===== src/rtl/pulse_meter_if.sv =====
// Result channel of pulse_meter: measured interval plus valid/ready handshake
// and the sticky overrun flag. WIDTH must match the attached pulse_meter.
interface pulse_meter_if #(
    parameter int WIDTH = 16
) ();
    logic             meas_ready;
    logic             meas_valid;
    logic [WIDTH-1:0] meas_width;
    logic             meas_level;
    logic             meas_ovf;
    logic             overrun;

    modport master (
        input  meas_ready,
        output meas_valid,
        output meas_width,
        output meas_level,
        output meas_ovf,
        output overrun
    );

    modport slave (
        output meas_ready,
        input  meas_valid,
        input  meas_width,
        input  meas_level,
        input  meas_ovf,
        input  overrun
    );
endinterface


===== src/rtl/pulse_meter.sv =====
// Measures the length, in clk cycles, of each completed high/low interval of an
// asynchronous level and hands the result out over a valid/ready channel.
//
// state   | meaning
// --------+-------------------------------------------------------------
// IDLE    | not measuring; waiting for an edge while enabled
// MEASURE | counting the current interval; the next edge closes it
module pulse_meter #(
    parameter int WIDTH = 16
) (
    input  logic          clock,
    input  logic          reset,
    input  logic          in_sig,
    input  logic          enable,
    pulse_meter_if.master meas
);
    typedef enum logic {IDLE = 1'b0, MEASURE = 1'b1} state_t;

    localparam logic [WIDTH-1:0] CNT_MAX = '1;

    logic             s1, s2, s3;
    logic             edge_det;
    state_t           state, state_next;
    logic [WIDTH-1:0] cnt, cnt_next;
    logic             sat, sat_next;
    logic             load;
    logic [WIDTH-1:0] res_width;
    logic             res_ovf;
    logic             accept;
    logic             drop;

    // Synchronize the async input; s3 holds the previous settled level.
    always_ff @(posedge clock or negedge reset) begin
        if (!reset) begin
            s1 <= 1'b0;
            s2 <= 1'b0;
            s3 <= 1'b0;
        end else begin
            s1 <= in_sig;
            s2 <= s1;
            s3 <= s2;
        end
    end

    assign edge_det = s2 ^ s3;

    // FSM state, interval counter and saturation flag registers.
    always_ff @(posedge clock or negedge reset) begin
        if (!reset) begin
            state <= IDLE;
            cnt   <= '0;
            sat   <= 1'b0;
        end else begin
            state <= state_next;
            cnt   <= cnt_next;
            sat   <= sat_next;
        end
    end

    // Next state, counter update and result generation on a closing edge.
    always_comb begin
        state_next = state;
        cnt_next   = cnt;
        sat_next   = sat;
        load       = 1'b0;
        res_width  = '0;
        res_ovf    = 1'b0;
        case (state)
            IDLE: begin
                cnt_next = '0;
                sat_next = 1'b0;
                if (edge_det && enable) begin
                    state_next = MEASURE;
                end
            end
            MEASURE: begin
                if (edge_det) begin
                    // cnt == CNT_MAX means cnt+1 would wrap, so the interval overflowed.
                    load      = 1'b1;
                    res_ovf   = sat || (cnt == CNT_MAX);
                    res_width = res_ovf ? CNT_MAX : cnt + WIDTH'(1);
                    cnt_next  = '0;
                    sat_next  = 1'b0;
                end else if (cnt == CNT_MAX) begin
                    sat_next = 1'b1;
                end else begin
                    cnt_next = cnt + WIDTH'(1);
                end
                // A closing edge in the same cycle still yields its result above.
                if (!enable) begin
                    state_next = IDLE;
                    cnt_next   = '0;
                    sat_next   = 1'b0;
                end
            end
            default: begin
                state_next = IDLE;
                cnt_next   = '0;
                sat_next   = 1'b0;
            end
        endcase
    end

    assign accept = meas.meas_valid && meas.meas_ready;
    assign drop   = load && meas.meas_valid && !meas.meas_ready;

    // Result holding register with handshake and sticky overrun.
    always_ff @(posedge clock or negedge reset) begin
        if (!reset) begin
            meas.meas_valid <= 1'b0;
            meas.meas_width <= '0;
            meas.meas_level <= 1'b0;
            meas.meas_ovf   <= 1'b0;
            meas.overrun    <= 1'b0;
        end else begin
            if (load && !drop) begin
                meas.meas_valid <= 1'b1;
                meas.meas_width <= res_width;
                meas.meas_level <= s3;
                meas.meas_ovf   <= res_ovf;
            end else if (accept) begin
                meas.meas_valid <= 1'b0;
            end
            if (drop) begin
                meas.overrun <= 1'b1;
            end else if (accept) begin
                meas.overrun <= 1'b0;
            end
        end
    end
endmodule


===== src/flat_wrapper.sv =====
// flat-port wrapper written by rule: the top's interface ports become plain ports
module pulse_meter_flat 
#(
    parameter int WIDTH = 16
)
  (clock, reset, in_sig, enable, meas_meas_ready, meas_meas_valid, meas_meas_width, meas_meas_level, meas_meas_ovf, meas_overrun);
  pulse_meter_if #(.WIDTH(WIDTH)) meas_i ();
  input  logic clock;
  input  logic reset;
  input  logic in_sig;
  input  logic enable;
  input wire logic [$bits(meas_i.meas_ready)-1:0] meas_meas_ready;
  output wire logic [$bits(meas_i.meas_valid)-1:0] meas_meas_valid;
  output wire logic [$bits(meas_i.meas_width)-1:0] meas_meas_width;
  output wire logic [$bits(meas_i.meas_level)-1:0] meas_meas_level;
  output wire logic [$bits(meas_i.meas_ovf)-1:0] meas_meas_ovf;
  output wire logic [$bits(meas_i.overrun)-1:0] meas_overrun;
  assign meas_i.meas_ready = meas_meas_ready;
  assign meas_meas_valid = meas_i.meas_valid;
  assign meas_meas_width = meas_i.meas_width;
  assign meas_meas_level = meas_i.meas_level;
  assign meas_meas_ovf = meas_i.meas_ovf;
  assign meas_overrun = meas_i.overrun;
  pulse_meter #(.WIDTH(WIDTH)) u_core (.clock(clock), .reset(reset), .in_sig(in_sig), .enable(enable), .meas(meas_i));
endmodule

===== config.mk =====
export PLATFORM = sky130hd
export DESIGN_NAME = pulse_meter_flat
export DESIGN_NICKNAME = d
export VERILOG_FILES = /design/src/rtl/pulse_meter_if.sv /design/src/rtl/pulse_meter.sv /design/src/flat_wrapper.sv
export SDC_FILE = /design/constraint.sdc
export NUM_CORES = 1
export LEC_CHECK = 0
export BUFFER_PORTS_ARGS = -buffer_cell sky130_fd_sc_hd__buf_2
export CORE_MARGIN = 4
export CORE_UTILIZATION = 42
export DETAILED_ROUTE_END_ITERATION = 10
export GPL_ROUTABILITY_DRIVEN = 0
export GPL_TIMING_DRIVEN = 0
export SLEW_MARGIN = 0
export SYNTH_ARGS = -nofsm -noshare
export SYNTH_HDL_FRONTEND = slang
export SYNTH_SLANG_ARGS = --single-unit

===== constraint.sdc =====
create_clock -name clock -period 4.97 [get_ports clock]
set_input_delay 1.2425 -clock clock [delete_from_list [all_inputs] [get_ports clock]]
set_output_delay 1.2425 -clock clock [all_outputs]
set_load 0.01 [all_outputs]

; ---- After elaboration in Yosys (flattened, before gate mapping)
; Cells that the tools add are included.
[word_totals]
wordCells = 48
mem_count = 0
latch_bits = 0
register_bits = 41
mem_bits_rw = 0
out_inout_bits = 20
romBits = 0
[classes]
n_addsub = 1
reduce_logical = 10
mux = 21
n_div = 0
magnitude_cmp = 0
bitwise_logic = 2
eq_ne = 3
n_shift = 0
n_mul = 0
[op_table]
columns = operator, count
row1 = $mux 16, 6
row2 = $pmux 16 s2, 1
row3 = $add 16x1->16 const B, 1
row4 = $eq 16x16->1 const B, 1
row5 = $mux 1, 12
row6 = $ne 4x3->1 const B, 2
row7 = $logic_and 1x1->1, 5
row8 = $pmux 1 s2, 2
row9 = $reduce_bool 2->1, 2
row10 = $logic_not 1->1, 2
row11 = $logic_or 1x1->1, 1
row12 = $not 1->1, 1
row13 = $xor 1x1->1, 1

; ---- Longest topological paths before layout
; Gate-level depths: netlist of the first run.
[logic_depth]
depth_word = 8
ltp_mapped = 8
depth_no_buf = 5

; ---- Least setup slack after synthesis of the first run
; Ideal clock, no wire load.
[synth_path]
path_kind = input-to-reg
startpoint = input port meas_meas_ready
endpoint = register u_core.meas.meas_width[11]
t_arrival_ps = 2265
setup_time_ps = 127
path_stages = 7
path_slack_ps = 2578
required_ps = 4843
cell_sequence = nand2b_1 and3_1 clkbuf_1 and3_4 buf_6 buf_8 a21oi_2
[synth_between]
elab_chain_cells = 4
[synth_lines]
columns = element, line
row1 = from (decl), flat_wrapper.sv:12  ; input wire logic [$bits(meas_i.meas_ready)-1:0] meas_meas_ready;
row2 = $logic_not 1->1, pulse_meter.sv:105  ; assign drop = load && meas.meas_valid && !meas.meas_ready;
row3 = $logic_and 1x1->1, pulse_meter.sv:105
row4 = $logic_not 1->1, pulse_meter.sv:116  ; if (load && !drop) begin
row5 = $logic_and 1x1->1, pulse_meter.sv:116
row6 = to (signal assigned), pulse_meter.sv:118  ; meas.meas_width <= res_width;
row7 = to (decl), pulse_meter_if.sv:16  ; output meas_width,
; No other way between the ends.
; A chain may end at the register's enable or synchronous reset.

; ---- Worst setup path in the final report of the first run
; Ends and elaborated chain as after synthesis.

==> results.txt, run 1 <==
----------------------------------------------------
[Status]
  Outcome ... completed

[GRT]
  GRT Residual Overflow ... 0
  Aggregate global-route resource usage ... between 10% and 20%
  Largest net degree at the start of global routing ... 42
  Antenna violations before repair ... 0
  Wire length of the first global-routing pass ... 6010 um
  Number of global-route vias before repair ... 1,270

[Setup path]
  Setup crit start kind ... primary input
  Maximum fanout along the worst path ... 10
  Kind of critical path ... primary input to flop
  Data required, critical path ... 5.14 ns
  Crit path DAT ... ~2.6 ns
  Capturing element type of the critical path ... flop

[Yosys]
  Fraction of the mapped netlist area in compound gates ... 11.5%
  Top cells by instance count after synthesis ... dfrtp_1 (41), nor2_1 (23), a21oi_1 (22)
  Largest family of logic cells by synthesized area ... simple AND/OR/NAND/NOR gates
  Predominant post-synthesis flop cell ... dfrtp_1
  Mux share of post-synthesis cell area ... under 10%
  Number of synthesized flops with an enable pin ... 0
  Async set or reset register ratio after synthesis ... 100%
  Post-synthesis share of cell area spent on xor and xnor gates ... 7.98%
  Post-Syn Area ... 0.00176 mm^2
  Main area contributors after synthesis ... dfrtp_1 (58%), a21oi_1 (6.3%), xnor2_1 (6.0%)
  Post-synth top area share ... between 50% and 60%
  Post-Synthesis Mean Instance Area ... 11.0 um^2
  Library cells used by synthesis ... 26
  Cell count after synthesis ... 160
  Arithmetic-cell share of the synthesized area counting full adders, half adders and majority gates ... 0.713%
  Number of storage elements in the synthesis netlist ... slightly above 40
  Post-synthesis net count ... 166
  Seq/Total Area, Yosys ... 58.4%
  Most instantiated library cell after synthesis ... dfrtp_1
  YS warnings ... 0
  Top cell type by total area after synthesis ... dfrtp_1
  Area share of and/or/nand/nor cells after synthesis ... about 16%

[Detailed routing]
  Wirelength, routed ... about 3500 um
  Count of vias placed by the detailed router ... 1,282
  Number of nets still failing antenna checks after routing ... 0
  Mean routed wirelength per cell ... about 14 um
  Violation count after the first detailed-route iteration ... 79
  TritonRoute pass-1 iters ... 4
  Mean number of vias per cell ... 5.30
  Number of remaining DRC errors ... 0

[Floorplan]
  Top-level port count ... 25
  Die outline height ... around 73 um
  Core footprint ... approximately 0.0040 mm^2
  Width of the die ... approximately 73 um
  Floorplan row count ... 23
  DIE AREA ... roughly 0.0053 mm^2
  Effective utilization at floorplan ... 43.6%

[Timing]
  Highest Clock Rate ... 416 MHz
  Share of the clock period used by the worst path after layout ... 48.3%
  Max transition margin ... 38.9%
  Clock skew ... 0.00806 ns
  Count of final hold-check violations ... 0
  Worst-margin pin slew ... ~0.92 ns
  Final number of max-transition violations ... 0
  Total of endpoints with negative setup slack in the final report ... 0
  Final setup margin ... 2.57 ns
  TNS Setup ... 0 ns
  Final Critical Period ... 2.40 ns
  Setup repair after global routing missed its margin ... no

[Worst hold path]
  Worst hold path class ... flop to flop

[CTS]
  CTS H-tree depth ... 2
  Maximum clock insertion buffer count ... 2
  Resize count post-CTS ... 0
  Clock sinks ... between 40 and 50
  Clock buffer count from CTS ... 5
  Number of setup buffers added after CTS ... 0
  Clock latency at the later pin of the worst-skew pair ... just under 0.3 ns
  Hold buffer count at CTS ... 0
  Clock transition at the registers of the reported paths ... 0.07 ns
  Cell at the root of the clock tree ... clkbuf_8
  Clock tree from TritonCTS ... done

[Layout]
  # diodes ... 0
  Fraction of layout instances using a drive strength above 1 ... 24.5%
  Count of non-filler cells in the finished layout ... 242
  Fillers ... between 300 and 400
  Multi-input combinational cell area ... 658 um^2
  Utilization of the core after routing ... 50.6%
  Sequential cell area ... 0.00103 mm^2
  Number of nets in the layout ... 197
  Area growth syn-to-layout ... 16.2%
  Area of all placed cells without fillers ... 0.00204 mm^2

[Placement]
  Minimum setup slack after placement ... ~2.2 ns
  Post-placement cell area ... 0.00194 mm^2
  Dpl hpwl ... 2490 um
  Cell Count Post-Placement ... 234
  Count of port buffers added during placement ... 24

[Flow run]
  Number of maximum-capacitance constraint violations ... 0

[Power]
  Leak ... around 0.9 nW
  Worst voltage drop across the vdd grid ... between 0.2 and 0.25 mV
  Cell area power density ... slightly below 400 mW/mm^2

----------------------------------------------------
[logic make-up after synthesis]
logic type	count (synthesis)
and+or+nand+nor	55
buffers and inverters	12
muxes	2
adders and majority gates	1
xor gates and xnor gates	16
AOI/OAI and AO/OA	33
DFF	41
[worst paths after layout]
path | to | startpoint | slack, ns | cells past startpoint
hold reg to reg | u_core.s2$_DFF_PN0_ | u_core.s1$_DFF_PN0_ | 0.35 | 0
setup reg to reg | u_core.meas.meas_width[11]$_DFFE_PN0P_ | u_core.cnt[0]$_DFFE_PN0P_ | 2.60 | 8
min in group asynchronous | u_core.meas.meas_width[1]$_DFFE_PN0P_ | reset | 1.08 | 1
setup / recovery | u_core.meas.meas_width[11]$_DFFE_PN0P_ | meas_meas_ready | 2.57 | 8
hold / removal | u_core.s2$_DFF_PN0_ | u_core.s1$_DFF_PN0_ | 0.35 | 0
max in group asynchronous | u_core.cnt[8]$_DFFE_PN0P_ | reset | 3.31 | 1
[power by group]
| part | switching, W | total (W) | internal [W] |
|---|---|---|---|
| Sequential | 0.0000246 | 0.000406 | 0.000381 |
| Combinational | 0.0000843 | 0.000150 | 0.0000652 |
| Clock | 0.000110 | 0.000236 | 0.000125 |
| Total | 0.000219 | 0.000791 | 0.000572 |
[critical path, cell delays in order]
cell	delay (ns)
buf_2	0.08
nand2b_1	0.10
and3_1	0.15
clkbuf_1	0.39
and3_4	0.26
buf_6	0.13
buf_8	0.15
a21oi_2	0.06
[metrics by stage]
stage                     hold WS [ns]  total power [W]
after floorplan                  0.331         0.000498
after global placement           0.333         0.000560
after detailed placement         0.342         0.000567
after CTS                        0.359         0.000805
after global routing             0.371         0.000839
final                            0.353         0.000791
[per-layer routing]
layer,track usage (%),vias up,share of wire [%]
li1,-,621,-
met1,19.4,634,46
met2,23.1,23,49
met3,4.27,4,4.1
met4,4.30,0,1.1
met5,0,-,0
[sequential cells by signal (all words and copies together) (netlist names)]
| name | cells |
|---|---|
| u_core.meas.meas_level | 1 |
| u_core.meas.meas_width | 16 |
| u_core.state | 1 |
| u_core.meas.meas_ovf | 1 |
| u_core.cnt | 16 |
| u_core.meas.meas_valid | 1 |
| u_core.s1 | 1 |
| u_core.s2 | 1 |
| u_core.meas.overrun | 1 |
| u_core.sat | 1 |
| u_core.s3 | 1 |
[cell usage in the layout, fill, tap and decap left out, types with 2 or more instances in the layout]
master | synthesis | final
a21oi_1 | 22 | 22
a21oi_2 | 9 | 9
and3_1 | 4 | 4
buf_2 | 0 | 24
buf_6 | 2 | 2
clkbuf_1 | 4 | 4
clkbuf_8 | 0 | 7
dfrtp_1 | 41 | 41
inv_1 | 4 | 4
nand2_1 | 5 | 5
nand3_1 | 6 | 6
nand4_1 | 5 | 5
nor2_1 | 23 | 23
nor3_1 | 5 | 5
nor4_1 | 3 | 3
xnor2_1 | 12 | 12
xor2_1 | 4 | 4
[cell type report]
type	count	share of cell area, %
Clock buffer	7	4.72
Clock inverter	1	0.245
Sequential cell	41	50.3
Tap cell	50	3.07
Inverter	4	0.736
Timing Repair Buffer	24	5.89
Buffer	8	2.76
Multi-Input combinational cell	107	32.3
(Power assumes the default switching activity.)
==> run 2, diff against run 1 <==
--- a/config.mk
+++ b/config.mk
@@ -5,6 +5,7 @@
 export SDC_FILE = /design/constraint.sdc
 export NUM_CORES = 1
 export LEC_CHECK = 0
+export ABC_AREA = 1
 export BUFFER_PORTS_ARGS = -buffer_cell sky130_fd_sc_hd__buf_2
 export CORE_MARGIN = 4
 export CORE_UTILIZATION = 42
==> constraint.sdc (replaced) <==
create_clock -name clock -period 2 [get_ports clock]
set_input_delay 0.5 -clock clock [delete_from_list [all_inputs] [get_ports clock]]
set_output_delay 0.5 -clock clock [all_outputs]
set_load 0.01 [all_outputs]
==> run 2 against run 1 <==
Against the previous run: wire length increased by 13%; non-clock buffer count decreased by 3; cell count increased by 38%; clock-buffer cell count decreased by 1; first-iteration DRC count decreased by 20%; clock skew decreased by 0.00057 ns; via count increased by 20%; design area increased by 14%; global-route usage about the same; flip-flop and latch count unchanged; synthesized cell count increased by 55%; critical path type is now flop to flop; critical endpoint is now u_core.meas.meas_width[4]$_DFFE_PN0P_; largest power group unchanged; highest routed layer unchanged.
==> results.txt, run 2 <==
----------------------------------------------------
[CTS]
  Clock latency at the later pin of the worst-skew pair ... 0.30 ns (was 0.29 ns)
  Clock sinks ... 41 (unchanged)
  Clock buffer count from CTS ... 5 (unchanged)
  Maximum clock insertion buffer count ... 2 (unchanged)
  CTS H-tree depth ... 2 (unchanged)
  Clock transition at the registers of the reported paths ... 0.09 ns (was 0.07 ns)
  Clock tree from TritonCTS ... done (unchanged)
  Hold buffer count at CTS ... 0 (unchanged)
  Number of setup buffers added after CTS ... 0 (unchanged)
  Cell at the root of the clock tree ... clkbuf_8 (unchanged)
  Resize count post-CTS ... 0 (unchanged)

[Yosys]
  Post-Synthesis Mean Instance Area ... 8.17 um^2 (was 11.0 um^2)
  Post-synthesis net count ... 254 (was 166)
  Post-Syn Area ... 0.00203 mm^2 (was 0.00176 mm^2)
  Cell count after synthesis ... 248 (was 160)
  Top cell type by total area after synthesis ... dfrtp_1 (unchanged)
  Predominant post-synthesis flop cell ... dfrtp_1 (unchanged)
  Library cells used by synthesis ... 26 (unchanged)
  Main area contributors after synthesis ... dfrtp_1 (51%), nand2_1 (13%), nor2_1 (8.3%) (was dfrtp_1 (58%), a21oi_1 (6.3%), xnor2_1 (6.0%))
  YS warnings ... 0 (unchanged)
  Post-synth top area share ... 50.6% (was 58.4%)
  Seq/Total Area, Yosys ... 50.6% (was 58.4%)
  Number of storage elements in the synthesis netlist ... 41 (unchanged)
  Async set or reset register ratio after synthesis ... 100% (unchanged)
  Most instantiated library cell after synthesis ... nand2_1 (was dfrtp_1)
  Number of synthesized flops with an enable pin ... 0 (unchanged)
  Top cells by instance count after synthesis ... nand2_1 (70), nor2_1 (45), dfrtp_1 (41) (was dfrtp_1 (41), nor2_1 (23), a21oi_1 (22))

[Setup path]
  Kind of critical path ... flop to flop (was primary input to flop)
  Capturing element type of the critical path ... flop (unchanged)
  Buffers and inverters on the worst path ... 2 (was 4)
  Data required, critical path ... 2.20 ns (was 5.14 ns)
  Crit-path cells ... ha_1, nand3_2, inv_2, nand2_1, nor2_2, nor2_2, nand3_1, nand2_1, inv_1 (was buf_2, nand2b_1, and3_1, clkbuf_1, and3_4, buf_6, buf_8, a21oi_2)
  Setup crit start kind ... flop (was primary input)
  Worst path top cell family by delay ... simple AND/OR/NAND/NOR gates (was buffers and inverters)
  Maximum fanout along the worst path ... 7 (was 10)
  Highest cell delay on the worst timing path ... 0.42 ns (was 0.39 ns)
  Crit-path slowest cell ... dfrtp_1 (was clkbuf_1)
  Crit path DAT ... 1.81 ns (was 2.57 ns)

[GRT]
  Aggregate global-route resource usage ... 14.6% (about the same)
  GRT Residual Overflow ... 0 (unchanged)
  Number of global-route vias before repair ... 1,522 (was 1,270)
  Largest net degree at the start of global routing ... 42 (unchanged)
  Antenna violations before repair ... 0 (unchanged)
  Wire length of the first global-routing pass ... 6980 um (was 6010 um)

[Floorplan]
  Top-level port count ... 25 (unchanged)
  Width of the die ... 77.5 um (was 72.7 um)
  DIE AREA ... 0.00600 mm^2 (was 0.00528 mm^2)
  Core footprint ... 0.00469 mm^2 (was 0.00403 mm^2)
  Die outline height ... 77.5 um (was 72.7 um)
  Effective utilization at floorplan ... 43.2% (was 43.6%)
  Floorplan row count ... 25 (was 23)

[Timing]
  Count of final hold-check violations ... 0 (unchanged)
  Clock skew ... 0.00749 ns (was 0.00806 ns)
  Max transition margin ... 39.3% (was 38.9%)
  Final setup margin ... 0.392 ns (was 2.57 ns)
  Total of endpoints with negative setup slack in the final report ... 0 (unchanged)
  TNS Setup ... 0 ns (unchanged)
  Setup repair after global routing missed its margin ... no (unchanged)
  Final number of max-transition violations ... 0 (unchanged)
  Share of the clock period used by the worst path after layout ... 80.4%
  Final Critical Period ... approximately 1.6 ns
  Worst-margin pin slew ... 0.911 ns (was 0.916 ns)
  Highest Clock Rate ... 622 MHz

[Power]
  Cell area power density ... 871 mW/mm^2 (was 388 mW/mm^2)
  Leak ... 1.24 nW (was 0.884 nW)
  Worst voltage drop across the vdd grid ... 0.493 mV (was 0.230 mV)
  Sum of internal, switching and leakage power ... 0.00203 W (was 0.000791 W)

[Detailed routing]
  Number of remaining DRC errors ... 0 (unchanged)
  TritonRoute pass-1 iters ... 4 (unchanged)
  Mean number of vias per cell ... 4.60 (was 5.30)
  Violation count after the first detailed-route iteration ... 63 (was 79)
  Count of vias placed by the detailed router ... 1,537 (was 1,282)
  Wirelength, routed ... 3940 um (was 3480 um)
  Number of nets still failing antenna checks after routing ... 0 (unchanged)
  Mean routed wirelength per cell ... 11.8 um (was 14.4 um)

[Placement]
  Count of port buffers added during placement ... 24 (unchanged)
  Dpl hpwl ... 2840 um (was 2490 um)
  Post-placement cell area ... 0.00221 mm^2 (was 0.00194 mm^2)
  Minimum setup slack after placement ... 0.387 ns (was 2.25 ns)

[Layout]
  Area of all placed cells without fillers ... 0.00233 mm^2 (was 0.00204 mm^2)
  Fraction of layout instances using a drive strength above 1 ... 21.8% (was 24.5%)
  Most common cell after layout, fill and taps aside ... nand2_1 (was dfrtp_1)
  Leading cell types in the layout, fill and taps excluded ... nand2_1 (70), nor2_1 (45), dfrtp_1 (41), inv_1 (26), buf_2 (25) (was dfrtp_1 (41), buf_2 (24), nor2_1 (23), a21oi_1 (22), xnor2_1 (12))
  Number of nets in the layout ... 285 (was 197)
  Area growth syn-to-layout ... 15.2% (was 16.2%)
  Leading registers by flop count ... u_core.cnt (16), u_core.meas.meas_width (16) (unchanged)
  # diodes ... 0 (unchanged)

[Status]
  Outcome ... completed (unchanged)

[Flow run]
  Number of maximum-capacitance constraint violations ... 0 (unchanged)

[Worst hold path]
  Worst hold path class ... primary input to flop (was flop to flop)

----------------------------------------------------
-- run 2: cell types whose count changed in the layout (fill, tap and decap cells not counted), sizes merged, moves of 10 or more --
cell,delta
a21oi,-31
inv,+25
nand2,+68
nor2,+31
o21ai,+11
xnor2,-10
-- run 2: layout make-up --
class                      count  area [um^2]
buffer                         5         46.3
clock buffer                   6         82.6
clock inverter                 2         37.5
fill                         470         2360
inverter                      30          113
multi-input combinational    172          842
sequential                    41         1030
tap                           54         67.6
timing repair buffer          24          120
-- run 2: metrics by stage --
stage,hold slack (ns),util [%],instances
after floorplan,0.204,-,248
after global placement,0.334,47.2,326
after detailed placement,0.340,47.2,326
after CTS,0.295,49.8,334
after global routing,0.287,49.8,334
final,0.308,49.8,334
-- run 2: final timing paths --
check	start	slack, ns	depth (start not counted)	end
min	in_sig	0.31	1	u_core.s1$_DFF_PN0_
max	u_core.cnt[0]$_DFFE_PN0P_	0.39	9	u_core.meas.meas_width[4]$_DFFE_PN0P_
min reg2reg	u_core.s1$_DFF_PN0_	0.36	0	u_core.s2$_DFF_PN0_
max in group asynchronous	reset	1.09	1	u_core.cnt[15]$_DFFE_PN0P_
max reg2reg	u_core.cnt[0]$_DFFE_PN0P_	0.39	9	u_core.meas.meas_width[4]$_DFFE_PN0P_
min in group asynchronous	reset	0.33	1	u_core.meas.meas_width[13]$_DFFE_PN0P_
-- run 2: worst register-to-register path, cell delays in order, from the launching register on --
cell and delay, ns:
dfrtp_1 0.42, ha_1 0.24, nand3_2 0.12, inv_2 0.07, nand2_1 0.12, nor2_2 0.07, nor2_2 0.23, nand3_1 0.12
nand2_1 0.08, inv_1 0.04
-- run 2: layer usage --
layer	global-route usage, %	up-vias	part of all wire (%)
li1	-	820	-
met2	23.2	26	45
met4	5.34	0	1.1
met1	19.4	686	50
met3	3.48	5	4.0
met5	0	-	0
-- run 2: cell families (layout without fill, tap and decap cells) --
group,after synthesis,after routing,share of synthesized area (%)
AO/OA/AOI/OAI,12,12,3.52
XOR/XNOR,7,7,3.02
buffers and inverters,35,67,7.84
AND/OR/NAND/NOR,152,152,34.4
flip-flops,41,41,50.6
adder cells (fa/ha/maj),1,1,0.617
-- run 2: report_power, final --
| group | switching [W] | total (W) | internal, W |
|---|---|---|---|
| clock network | 0.000298 | 0.000704 | 0.000406 |
| logic | 0.000200 | 0.000350 | 0.000150 |
| registers | 0.0000489 | 0.000979 | 0.000930 |
